===== config.mk =====
export PLATFORM = sky130hd
export DESIGN_NAME = rgb2gray_controller
export DESIGN_NICKNAME = d
export VERILOG_FILES = /design/src/rtl/rgb2gray_controller.sv
export SDC_FILE = /design/constraint.sdc
export NUM_CORES = 1
export LEC_CHECK = 0
export CORE_MARGIN = 8
export CORE_UTILIZATION = 35
export DETAILED_ROUTE_END_ITERATION = 16
export HOLD_SLACK_MARGIN = 0.15
export PLACE_DENSITY = 0.71
export RECOVER_POWER = 25
export SLEW_MARGIN = 20
export SYNTH_ARGS = -nofsm -noshare
export SYNTH_HDL_FRONTEND = slang
export SYNTH_SLANG_ARGS = --single-unit

===== constraint.sdc =====
create_clock -name clk_i -period 1.5 [get_ports clk_i]
set_input_delay 0.3 -clock clk_i [delete_from_list [all_inputs] [get_ports clk_i]]
set_output_delay 0.3 -clock clk_i [all_outputs]
set_load 0.01 [all_outputs]

===== src/rtl/rgb2gray_controller.sv =====
// Control FSM for a shift-and-add RGB to grayscale converter.
// Sequences clear/load strobes into an external accumulator and counts pixels per frame.
module rgb2gray_controller #(
    parameter int FRAME_PIXELS = 64,
    parameter int CNT_W        = 16
) (
    input  logic             clk_i,
    input  logic             rst_i,
    input  logic             enable_i,
    input  logic             pix_valid_i,
    input  logic [23:0]      pix_rgb_i,
    output logic             pix_ready_o,
    output logic             clear_o,
    output logic             ld_o,
    output logic [9:0]       operand_o,
    output logic             gray_valid_o,
    input  logic             gray_ready_i,
    output logic             frame_done_o,
    output logic [CNT_W-1:0] pix_cnt_o
);

    typedef enum logic [2:0] {
        IDLE,
        CLEAR,
        ADD_R,
        ADD_G,
        ADD_B,
        DONE
    } state_t;

    localparam logic [CNT_W-1:0] LAST_IDX = CNT_W'(FRAME_PIXELS - 1);

    state_t           state_q;
    state_t           state_d;
    logic [23:0]      pix_q;
    logic [CNT_W-1:0] cnt_q;
    logic             accept;
    logic             done_hs;

    assign accept  = (state_q == IDLE) && enable_i && pix_valid_i;
    assign done_hs = (state_q == DONE) && gray_ready_i;

    always_ff @(posedge clk_i or negedge rst_i) begin
        if (!rst_i) begin
            state_q <= IDLE;
            pix_q   <= '0;
            cnt_q   <= '0;
        end else begin
            state_q <= state_d;
            if (accept) begin
                pix_q <= pix_rgb_i;
            end
            if (done_hs) begin
                cnt_q <= (cnt_q == LAST_IDX) ? '0 : cnt_q + 1'b1;
            end
        end
    end

    // Weights are pure shifts: R/4 + G/2 + B/4, peaking at 253 so the 10-bit adder never overflows
    always_comb begin
        state_d      = state_q;
        pix_ready_o  = 1'b0;
        clear_o      = 1'b0;
        ld_o         = 1'b0;
        operand_o    = '0;
        gray_valid_o = 1'b0;
        frame_done_o = 1'b0;
        case (state_q)
            IDLE: begin
                pix_ready_o = enable_i;
                if (accept) begin
                    state_d = CLEAR;
                end
            end
            CLEAR: begin
                clear_o = 1'b1;
                state_d = ADD_R;
            end
            ADD_R: begin
                ld_o      = 1'b1;
                operand_o = {4'b0, pix_q[23:18]};
                state_d   = ADD_G;
            end
            ADD_G: begin
                ld_o      = 1'b1;
                operand_o = {3'b0, pix_q[15:9]};
                state_d   = ADD_B;
            end
            ADD_B: begin
                ld_o      = 1'b1;
                operand_o = {4'b0, pix_q[7:2]};
                state_d   = DONE;
            end
            DONE: begin
                gray_valid_o = 1'b1;
                if (gray_ready_i) begin
                    frame_done_o = (cnt_q == LAST_IDX);
                    state_d      = IDLE;
                end
            end
            default: state_d = IDLE;
        endcase
    end

    assign pix_cnt_o = cnt_q;

endmodule


After elaboration in Yosys (flattened, before gate mapping)
Index checks and enable logic that the tools add are counted.
{"block": "totals", "regBits": 43, "out_inout_bits": 31, "elab_cells": 29}
{"block": "classes", "n_addsub": 1, "eq_ne": 8, "muxes": 11, "n_reduce_logical": 6}
{"op": "$pmux 7 s3", "count": 1}
{"op": "$pmux 3 s6", "count": 1}
{"op": "$add 16x1->16 const B", "count": 1}
{"op": "$eq 16x6->1 const B", "count": 1}
{"op": "$mux 16", "count": 1}
{"op": "$eq 3x2->1 const B", "count": 2}
{"op": "$eq 3x3->1 const B", "count": 2}
{"op": "$mux 1", "count": 6}
{"op": "$mux 3", "count": 2}
{"op": "$ne 2x2->1 const B", "count": 2}
{"op": "$eq 3x1->1 const B", "count": 1}
{"op": "$logic_and 1x1->1", "count": 3}
{"op": "$logic_not 3->1", "count": 1}
{"op": "$reduce_or 3->1", "count": 1}
{"op": "$reduce_and 2->1", "count": 1}

Longest topological paths before layout
Gate-level depths: netlist (run 1).
{"block": "logic_depth", "depth_word": 5, "ltp_mapped": 5, "depth_no_buf": 5}

Worst setup path before layout (run 1)
Ideal clock, no wire load.
{"block": "synth_path", "path_type": "register to output", "start": "reg cnt_q[0], in the netlist pix_cnt_o[0]", "end": "out frame_done_o", "arrival_ps": 1376, "required_ps": 1200, "setup_slack_ps": -176, "path_stages_with_launch": 5, "n_path_buf": 0, "cell_sequence": "dfrtp_1 -> ha_1 -> nand3_1 -> or3_1 -> nor2_1"}
{"block": "synth_via", "elab_chain_len": 3}
{"item": "from (decl)", "line_no": "36", "text": "logic [CNT_W-1:0] cnt_q;"}
{"item": "from (signal assigned)", "line_no": "54", "text": "cnt_q <= (cnt_q == LAST_IDX) ? '0 : cnt_q + 1'b1;"}
{"item": "$eq 16x6->1", "line_no": "97", "text": "frame_done_o = (cnt_q == LAST_IDX);"}
{"item": "$mux 1", "line_no": "96", "text": "if (gray_ready_i) begin"}
{"item": "$mux 1", "line_no": "68", "text": "case (state_q)"}
{"item": "to (decl)", "line_no": "18", "text": "output logic frame_done_o,"}
Every way passes these cells.

Worst setup path in the final report (run 1)
{"block": "layout_path", "start": "reg state_q[1]", "end": "out operand_o[3]"}
{"block": "layout_via", "elab_chain_len": 2, "elab_cells_between_ends": 4, "classes_between": "eq/ne (3); mux (1)"}
{"item": "from (decl)", "line_no": "33", "text": "state_t state_q;"}
{"item": "from (signal assigned)", "line_no": "49", "text": "state_q <= state_d;"}
{"item": "$eq 3x3->1 / $eq 3x2->1 (equally long branches)", "line_no": "68"}
{"item": "$pmux 7 s3 (*)", "line_no": "68"}
{"item": "to (decl)", "line_no": "15", "text": "output logic [9:0] operand_o,"}
Every way passes the cells marked *; elsewhere a longest branch is shown, timed or not.

==> results of run 1 <==
## critical path, delay by kind of cell (launching register included)
family	cells	cell delay, ps
simple gates	1	340
compound gates	1	130
buf+inv	2	300
flops	1	440
## per-layer routing
layer | vias up | share of wire, % | track usage (%)
met3 | 7 | 5.7 | 4.489
met1 | 782 | 41 | 14.16
met5 | - | 0 | 0
met2 | 42 | 52 | 21.90
met4 | 0 | 1.5 | 3.467
li1 | 802 | - | -
## cell type report
| class | instances | area [um2] |
|---|---|---|
| clock buffers | 7 | 86.33 |
| clock inverters | 1 | 5.005 |
| fillers | 485 | 2296 |
| inverters | 5 | 21.27 |
| multi-input cells | 122 | 1092 |
| flip-flops and latches | 38 | 953.4 |
| well taps | 72 | 90.09 |
| repair buffers | 100 | 860.8 |
## worst paths after layout
kind                                        startpoint                       end  slack [ps]  cells after the start
worst max-delay path            state_q[1]$_DFFE_PN0P_              operand_o[3]        -310                      4
worst min-delay path             pix_q[21]$_DFFE_PN0P_     pix_q[21]$_DFFE_PN0P_         510                      1
worst max register to register  state_q[0]$_DFFE_PN0P_     pix_q[10]$_DFFE_PN0P_        -180                      5
worst min register to register   pix_q[21]$_DFFE_PN0P_     pix_q[21]$_DFFE_PN0P_         510                      1
max in group asynchronous                        rst_i    state_q[0]$_DFFE_PN0P_         220                      3
min in group asynchronous                        rst_i  pix_cnt_o[3]$_DFFE_PN0P_         570                      2
## registers in the layout, summed over array words and instances, names as in the netlist
signal	flops
pix_cnt_o	16
pix_q	19
state_q	3
## kinds of logic after synthesis
group           after synthesis  share of synthesized area [%]
compound gates               16                          4.694
xor+xnor                     12                          5.476
fa+ha+maj                     1                         0.6518
buf+inv                      14                          4.433
flops                        38                          49.54
mux                          25                          16.23
other cells                   1                         0.1954
simple gates                 62                          18.78
## Yosys cell counts (4+ instances only)
cell / count / area (um2)
buf_4: 4 / 30.03
dfrtp_1: 38 / 950.9
inv_1: 5 / 18.77
mux2_2: 9 / 101.4
mux2_4: 10 / 150.1
mux2i_1: 6 / 60.06
nand2_1: 21 / 78.83
nand3_1: 7 / 35.03
nand4_1: 6 / 37.54
nor2_1: 7 / 26.28
nor3_1: 4 / 20.02
o21ai_0: 11 / 55.05
xnor2_1: 10 / 87.58
## power by group through the flow
stage	clock network (mW)	registers [mW]	logic (mW)
finish	0.715	1.62	2.14
global route	0.801	1.66	2.32
CTS	0.749	1.59	2.02
detailed placement	0	1.58	1.79
global placement	0	1.58	1.75
floorplan	0	1.56	1.06
## timing repair
action	4_1_cts	5_1_grt
pin swaps	12	13
setup endpoints to repair	55	45
cloned	2	1
setup buffers	8	5
endpoints found under the hold margin	11	0
resized for setup	97	24
hold buffers	1	0
## metrics by stage
step | instance area [um2] | util, %
2_1_floorplan | 1941 | -
3_3_place_gp | 2730 | 50.51
3_5_place_dp | 2730 | 50.51
4_1_cts | 2978 | 55.09
5_1_grt | 3109 | 57.52
6_report | 3109 | 57.52
==> impl_metrics.tcl, run 1 <==
set metrics [dict create \
    status "complete, but fails checks" \
    violations "setup timing" \
    crit_path_start_kind "register" \
    slew_headroom_pct 51.11 \
    slowest_stage "dfrtp_1" \
    hold_path_class "register to register" \
    min_period_ps 1806 \
    n_antenna_cell 0 \
    drt-initial-drc-count 23 \
    drc 0 \
    p_seq_share_pct 36.2 \
    p_sw_share_pct 34.05 \
    tns_ps -6422 \
    numCtsBuffers 5 \
    post_drt_wl_per_cell_um 14.63 \
    slowest_delay_ps 440 \
    mappedNetlistArea_mm2 0.001919 \
    fmax_mhz 553.8 \
    dieWidth_um 90.05 \
    initial_core_util_pct 35.51 \
    setup_ws_ps -305.6 \
    grt_pass1_wl_mm 8.431 \
    cap_violations 0 \
    p_leak_nw 1.486 \
    grt-ovfl-total 0 \
    yosysUniqueCellTypes 36 \
    routed_via_density 4.733 \
    synth-edff-count 0 \
    grt_usage_pct 12.59 \
    finalHoldWorstSlack_ps 505.8 \
    ys_async_sr_fraction_pct 100.0 \
    placed_cells 321 \
    clkLatencyLatePin_ps 280 \
    ys_seq_elements 38 \
    place_ws_ps -801.4 \
    grt_pass1_vias 1750 \
    die_area_mm2 0.008109 \
    cts_sinks 38 \
    final_cell_mix "36 x dfrtp_1, 36 x buf_4, 21 x clkdlybuf4s50_1" \
    wl_mm 5.049 \
    antenna_found_initial 0 \
    cp.required_ps 1200 \
    synthFlopType "dfrtp_1" \
    yosysSeqAreaShare_pct 49.54 \
    port_buffers 51 \
    finalCritPeriodShare_pct 120.4 \
    fp-row-count 27 \
    area_delta_synth_final_pct 61.99 \
    core-area_mm2 0.005405 \
    cts_tree "done" \
    critical_path_class "register to output pin" \
    cts_root_buf "clkbuf_8" \
    gp_congestion 0.7302 \
    hold_viol_final 0 \
    clk_pin_slew_ps 70 \
    power_switching_mw 1.524 \
    setup_viol 42 \
    die_h_um 90.05 \
    arrival_ps 1510 \
    clockBufferDepth 2 \
    antenna_left 0 \
    ir_worst_vdd_mv 0.8280 \
    finalPower_mw 4.476 \
    cp_max_fo 5 \
    synth_warnings 0 \
    crit_chain "or2b_4, buf_12, o21ai_2, buf_2" \
    slew_violations 0 \
    hpwl_mm 3.482 \
    avgSynthCellArea_um2 11.36 \
    first_pass_iters 4 \
    p_int_mw 2.952 \
    htree_num_levels 2 \
    io_pins 60 \
    fin_skew_ps 1.723 \
    drive_above_1_share_pct 44.69 \
    power.density_mw_per_mm2 1439 \
    fin_cells 345 \
    via_count 1633 \
    grt_max_degree 17 \
    rsz0062_at_grt "true" \
    pwr-share-comb_pct 47.8 \
    syn-instance-count 169 \
    clock_power_share_pct 16.0 \
    nNetsFinal 302 \
    worst_pin_slew_ps 731.1 \
    critPathCaptureType "output pin" \
]
No activity file was read; power rests on OpenSTA's default activity.
==> run 2, diff against run 1 <==
ABC_CLOCK_PERIOD_IN_PS = 1500   (was unset)
CORE_MARGIN = 5   (was 8)
==> impl_metrics.tcl, run 2 (same netlist as run 1, synthesis figures left out) <==
set metrics [dict create \
    status "complete, but fails checks" \
    violations "setup timing" \
    p_sw_share_pct 33.73 \
    pwr-share-comb_pct 47.7 \
    rsz0062_at_grt "true" \
    fin_cells 347 \
    core-area_mm2 0.005405 \
    slew_violations 0 \
    critical_path_class "register to output pin" \
    grt_pass1_vias 1726 \
    antenna_found_initial 0 \
    min_from "pix_q[9]$_DFFE_PN0P_" \
    reg2reg_depth 5 \
    post_drt_wl_per_cell_um 14.09 \
    grt_usage_pct 14.55 \
    nNetsFinal 304 \
    via_count 1659 \
    fin_skew_ps 6.254 \
    hpwl_mm 3.361 \
    cts_tree "done" \
    p_int_mw 3.110 \
    numCtsBuffers 5 \
    clock_power_share_pct 17.7 \
    min_period_ps 1792 \
    io_pins 60 \
    slew_headroom_pct 40.18 \
    wl_mm 4.890 \
    fin_util_pct 58.15 \
    die_area_mm2 0.007064 \
    drc 0 \
    hold_viol_final 0 \
    critPathCaptureType "output pin" \
    final_cell_mix "36 x buf_4, 34 x dfrtp_1, 21 x clkdlybuf4s50_1" \
    port_buffers 51 \
    arrival_ps 1490 \
    antenna_left 0 \
    dieWidth_um 84.05 \
    worst_pin_slew_ps 897.3 \
    ir_worst_vdd_mv 0.8083 \
    grt_max_degree 24 \
    crit_path_start_kind "register" \
    power_switching_mw 1.583 \
    routed_via_density 4.781 \
    power.density_mw_per_mm2 1493 \
    drt-initial-drc-count 44 \
    hold_path_class "register to register" \
    drive_above_1_share_pct 47.27 \
    cp.required_ps 1200 \
    r2r_setup_slack_ps -220 \
    setup_viol 35 \
    placed_cells 323 \
    grt_pass1_wl_mm 8.307 \
    grt-ovfl-total 0 \
    p_seq_share_pct 34.6 \
    clk_pin_slew_ps 80 \
    cap_violations 0 \
    htree_num_levels 2 \
    clkLatencyLatePin_ps 290 \
    regMostFlops "pix_q" \
    largest_reg_flops 19 \
    n_antenna_cell 0 \
    cts_sinks 38 \
    finalCritPeriodShare_pct 119.4 \
    p_leak_nw 1.472 \
    initial_core_util_pct 35.51 \
    fmax_mhz 558.1 \
    min_to "pix_q[9]$_DFFE_PN0P_" \
    gp_congestion 0.8762 \
    cts_root_buf "clkbuf_8" \
    timing.rr.start "state_q[2]$_DFFE_PN0P_" \
    clockBufferDepth 2 \
    area_delta_synth_final_pct 63.75 \
    fp-row-count 27 \
    die_h_um 84.05 \
    first_pass_iters 4 \
    setup_ws_ps -291.7 \
    layout_commonest_cell "buf_4" \
    cp_max_fo 5 \
    min_path_cells 1 \
    r2r_end "pix_q[15]$_DFFE_PN0P_" \
]
run 2: metal layers:
layer	global-route usage [%]	wire, um
met3	4.640	372
met4	3.509	53
met5	0	0
met1	18.41	2054
met2	24.03	2410
run 2: area by class of cell:
cell class	instances	area, um2
Clock buffer	8	110.1
Fill cell	490	2262
Sequential cell	38	955.9
Multi-Input combinational cell	122	1095
Timing Repair Buffer	102	873.3
Tap cell	72	90.09
Inverter	5	18.77
run 2: metrics by stage:
stage	instance area (um2)	setup slack, ps	hold WS, ps	TNS, ps	total power [mW]
after CTS	3044	-316.0	452.1	-6916	4.510
after detailed placement	2758	-792.3	237.6	-14230	3.433
final	3143	-291.7	519.0	-6287	4.693
after global routing	3143	-372.8	538.4	-8848	4.982
after floorplan	1941	-131.2	4.409	-1917	2.625
after global placement	2758	-801.1	230.7	-13760	3.380
run 2: power by group through the flow:
stage | sequential, mW | combinational (mW) | clock, mW
6_report | 1.62 | 2.24 | 0.830
4_1_cts | 1.60 | 2.07 | 0.844
3_3_place_gp | 1.59 | 1.79 | 0
5_1_grt | 1.67 | 2.43 | 0.891
3_5_place_dp | 1.60 | 1.83 | 0
2_1_floorplan | 1.56 | 1.06 | 0
run 2: how the worst max path moves through the flow:
stage	from	endpoint	slack, ps
final	state_q[2]$_DFFE_PN0P_	frame_done_o	-290
after global routing	pix_cnt_o[0]$_DFFE_PN0P_	frame_done_o	-370
after CTS	state_q[2]$_DFFE_PN0P_	frame_done_o	-320
after detailed placement	gray_ready_i	frame_done_o	-790
after global placement	gray_ready_i	frame_done_o	-800
after floorplan	state_q[0]$_DFFE_PN0P_	pix_q[10]$_DFFE_PN0P_	-130
run 2: critical path, stage by stage (launching register included):
cell and delay [ps]:
dfrtp_2 420, buf_6 120, nand4b_4 100, or3_4 340, nor2_2 90, buf_2 130
run 2: repair_timing:
item                       CTS  global route
setup endpoints to repair   55            46
cloned                       3             0
setup buffers               10             5
resized for setup          108            25
pin swaps                   11             8
hold buffers                 1             0
hold endpoints to repair    15             0
==> run 3, diff against run 2 <==
CORE_UTILIZATION = 42   (was 35)
PLACE_DENSITY = 0.82   (was 0.71)
==> impl_metrics.tcl, run 3 (same netlist as run 1, synthesis figures left out) <==
set metrics [dict create \
    status "complete, but fails checks" \
    violations "setup timing" \
    hold_path_class "primary input to asynchronous set/reset pin" \
    setup_viol 38 \
    n_antenna_cell 0 \
    cts_sinks 38 \
    grt_pass1_wl_mm 7.907 \
    antenna_found_initial 0 \
    htree_num_levels 2 \
    clk_pin_slew_ps 80 \
    wl_met2_mm 2.563 \
    placed_area_mm2 0.002703 \
    numCtsBuffers 5 \
    slew_headroom_pct 50.48 \
    fin_util_pct 71.03 \
    arrival_ps 1550 \
    clockBufferDepth 2 \
    final_cell_mix "36 x buf_4, 34 x dfrtp_1, 21 x clkdlybuf4s50_1" \
    area_delta_synth_final_pct 62.26 \
    crit_path_start_kind "register" \
    min_period_ps 1845 \
    die_area_mm2 0.006022 \
    wl_met3_um 328 \
    grt_usage_pct 16.15 \
    ir_worst_vdd_mv 1.034 \
    drive_above_1_share_pct 45.29 \
    critPathCaptureType "output pin" \
    nFillCells 317 \
    power.density_mw_per_mm2 1496 \
    reg2reg_depth 7 \
    drt-initial-drc-count 73 \
    hold_viol_final 0 \
    cp.required_ps 1200 \
    grt-ovfl-total 0 \
    dieWidth_um 77.60 \
    fmax_mhz 541.9 \
    antenna_left 0 \
    die_h_um 77.60 \
    fp-row-count 24 \
    gp_congestion 0.7679 \
    p_leak_nw 1.490 \
    finalCritPeriodShare_pct 123.0 \
    grt_pass1_vias 1774 \
    worst_pin_slew_ps 740.5 \
    via_count 1698 \
    initial_core_util_pct 43.78 \
    clkLatencyLatePin_ps 290 \
    cp_max_fo 5 \
    layout_commonest_cell "buf_4" \
    cts_tree "done" \
    regMostFlops "pix_q" \
    grt_max_degree 24 \
    hpwl_mm 3.292 \
    routed.top_layer "met4" \
    tns_ps -8762 \
    fin_area_mm2 0.003114 \
    nNetsFinal 305 \
    slew_violations 0 \
    rsz0062_at_grt "true" \
    cap_violations 0 \
    drc 0 \
    port_buffers 51 \
    first_pass_iters 4 \
    wl_mm 5.039 \
    io_pins 60 \
    cts_root_buf "clkbuf_8" \
    fin_skew_ps 6.369 \
    critical_path_class "register to output pin" \
    finalHoldWorstSlack_ps 493.5 \
    wl_met1_mm 2.052 \
    post_drt_wl_per_cell_um 15.36 \
    core-area_mm2 0.004384 \
    routed_via_density 5.177 \
    largest_reg_flops 19 \
    setup_ws_ps -345.3 \
]
==> run 3: changes by cell type in the layout (fill, tap and decap cells not counted), moves of 3 or more <==
cell	change
o21ai_2	-3
o21ai_1	+4
buf_12	+3
nand2_1	+3
==> run 3: final cells by class <==
type	count	area (um2)	area share (%)
clock buffer	7	86.33	2.772
clock inverter	1	5.005	0.1607
inverter	5	26.28	0.8437
multi-input combinational	122	1051	33.75
sequential	38	955.9	30.70
tap	52	65.06	2.089
timing repair buffer	103	924.6	29.69
==> run 3: through the flow <==
step / std cells / worst slack (ps) / power, mW
floorplan: 171 / -131.2 / 2.625
global placement: 299 / -790.9 / 3.298
detailed placement: 299 / -814.9 / 3.350
CTS: 317 / -347.5 / 4.187
global route: 328 / -420.1 / 4.911
finish: 328 / -345.3 / 4.658
==> run 3: final timing paths <==
kind,startpoint,slack (ps),to
max,state_q[2]$_DFFE_PN0P_,-350,frame_done_o
min,rst_i,490,pix_q[6]$_DFFE_PN0P_
max reg2reg,state_q[1]$_DFFE_PN0P_,-310,pix_q[18]$_DFFE_PN0P_
min reg2reg,pix_q[3]$_DFFE_PN0P_,510,pix_q[3]$_DFFE_PN0P_
max in group asynchronous,rst_i,530,pix_q[3]$_DFFE_PN0P_
min in group clk_i,pix_q[3]$_DFFE_PN0P_,510,pix_q[3]$_DFFE_PN0P_
==> run 3: report_power, final <==
group	total, mW	internal, mW	switching, mW
Combinational	2.32	1.35	0.972
Clock	0.731	0.371	0.360
Sequential	1.61	1.37	0.236
==> run 3: repair_timing <==
item,in CTS,in global routing
gates resized for setup,96,30
endpoints found under the hold margin,15,0
cloned,3,1
hold buffers,1,0
buffers inserted,7,11
pin swaps,10,10
endpoints found under the setup margin,55,42
==> run 3: critical path, stage by stage (launching register included) <==
cell and delay [ps]:
dfrtp_2 410, buf_4 130, nand4b_4 100, or3_4 410, nor2_2 80, buf_2 130
==> run 3: per-layer routing <==
metal,up-vias,GRT usage (%)
met5,-,0
met4,0,7.045
met3,6,4.630
met2,50,27.13
met1,841,19.10
li1,801,-
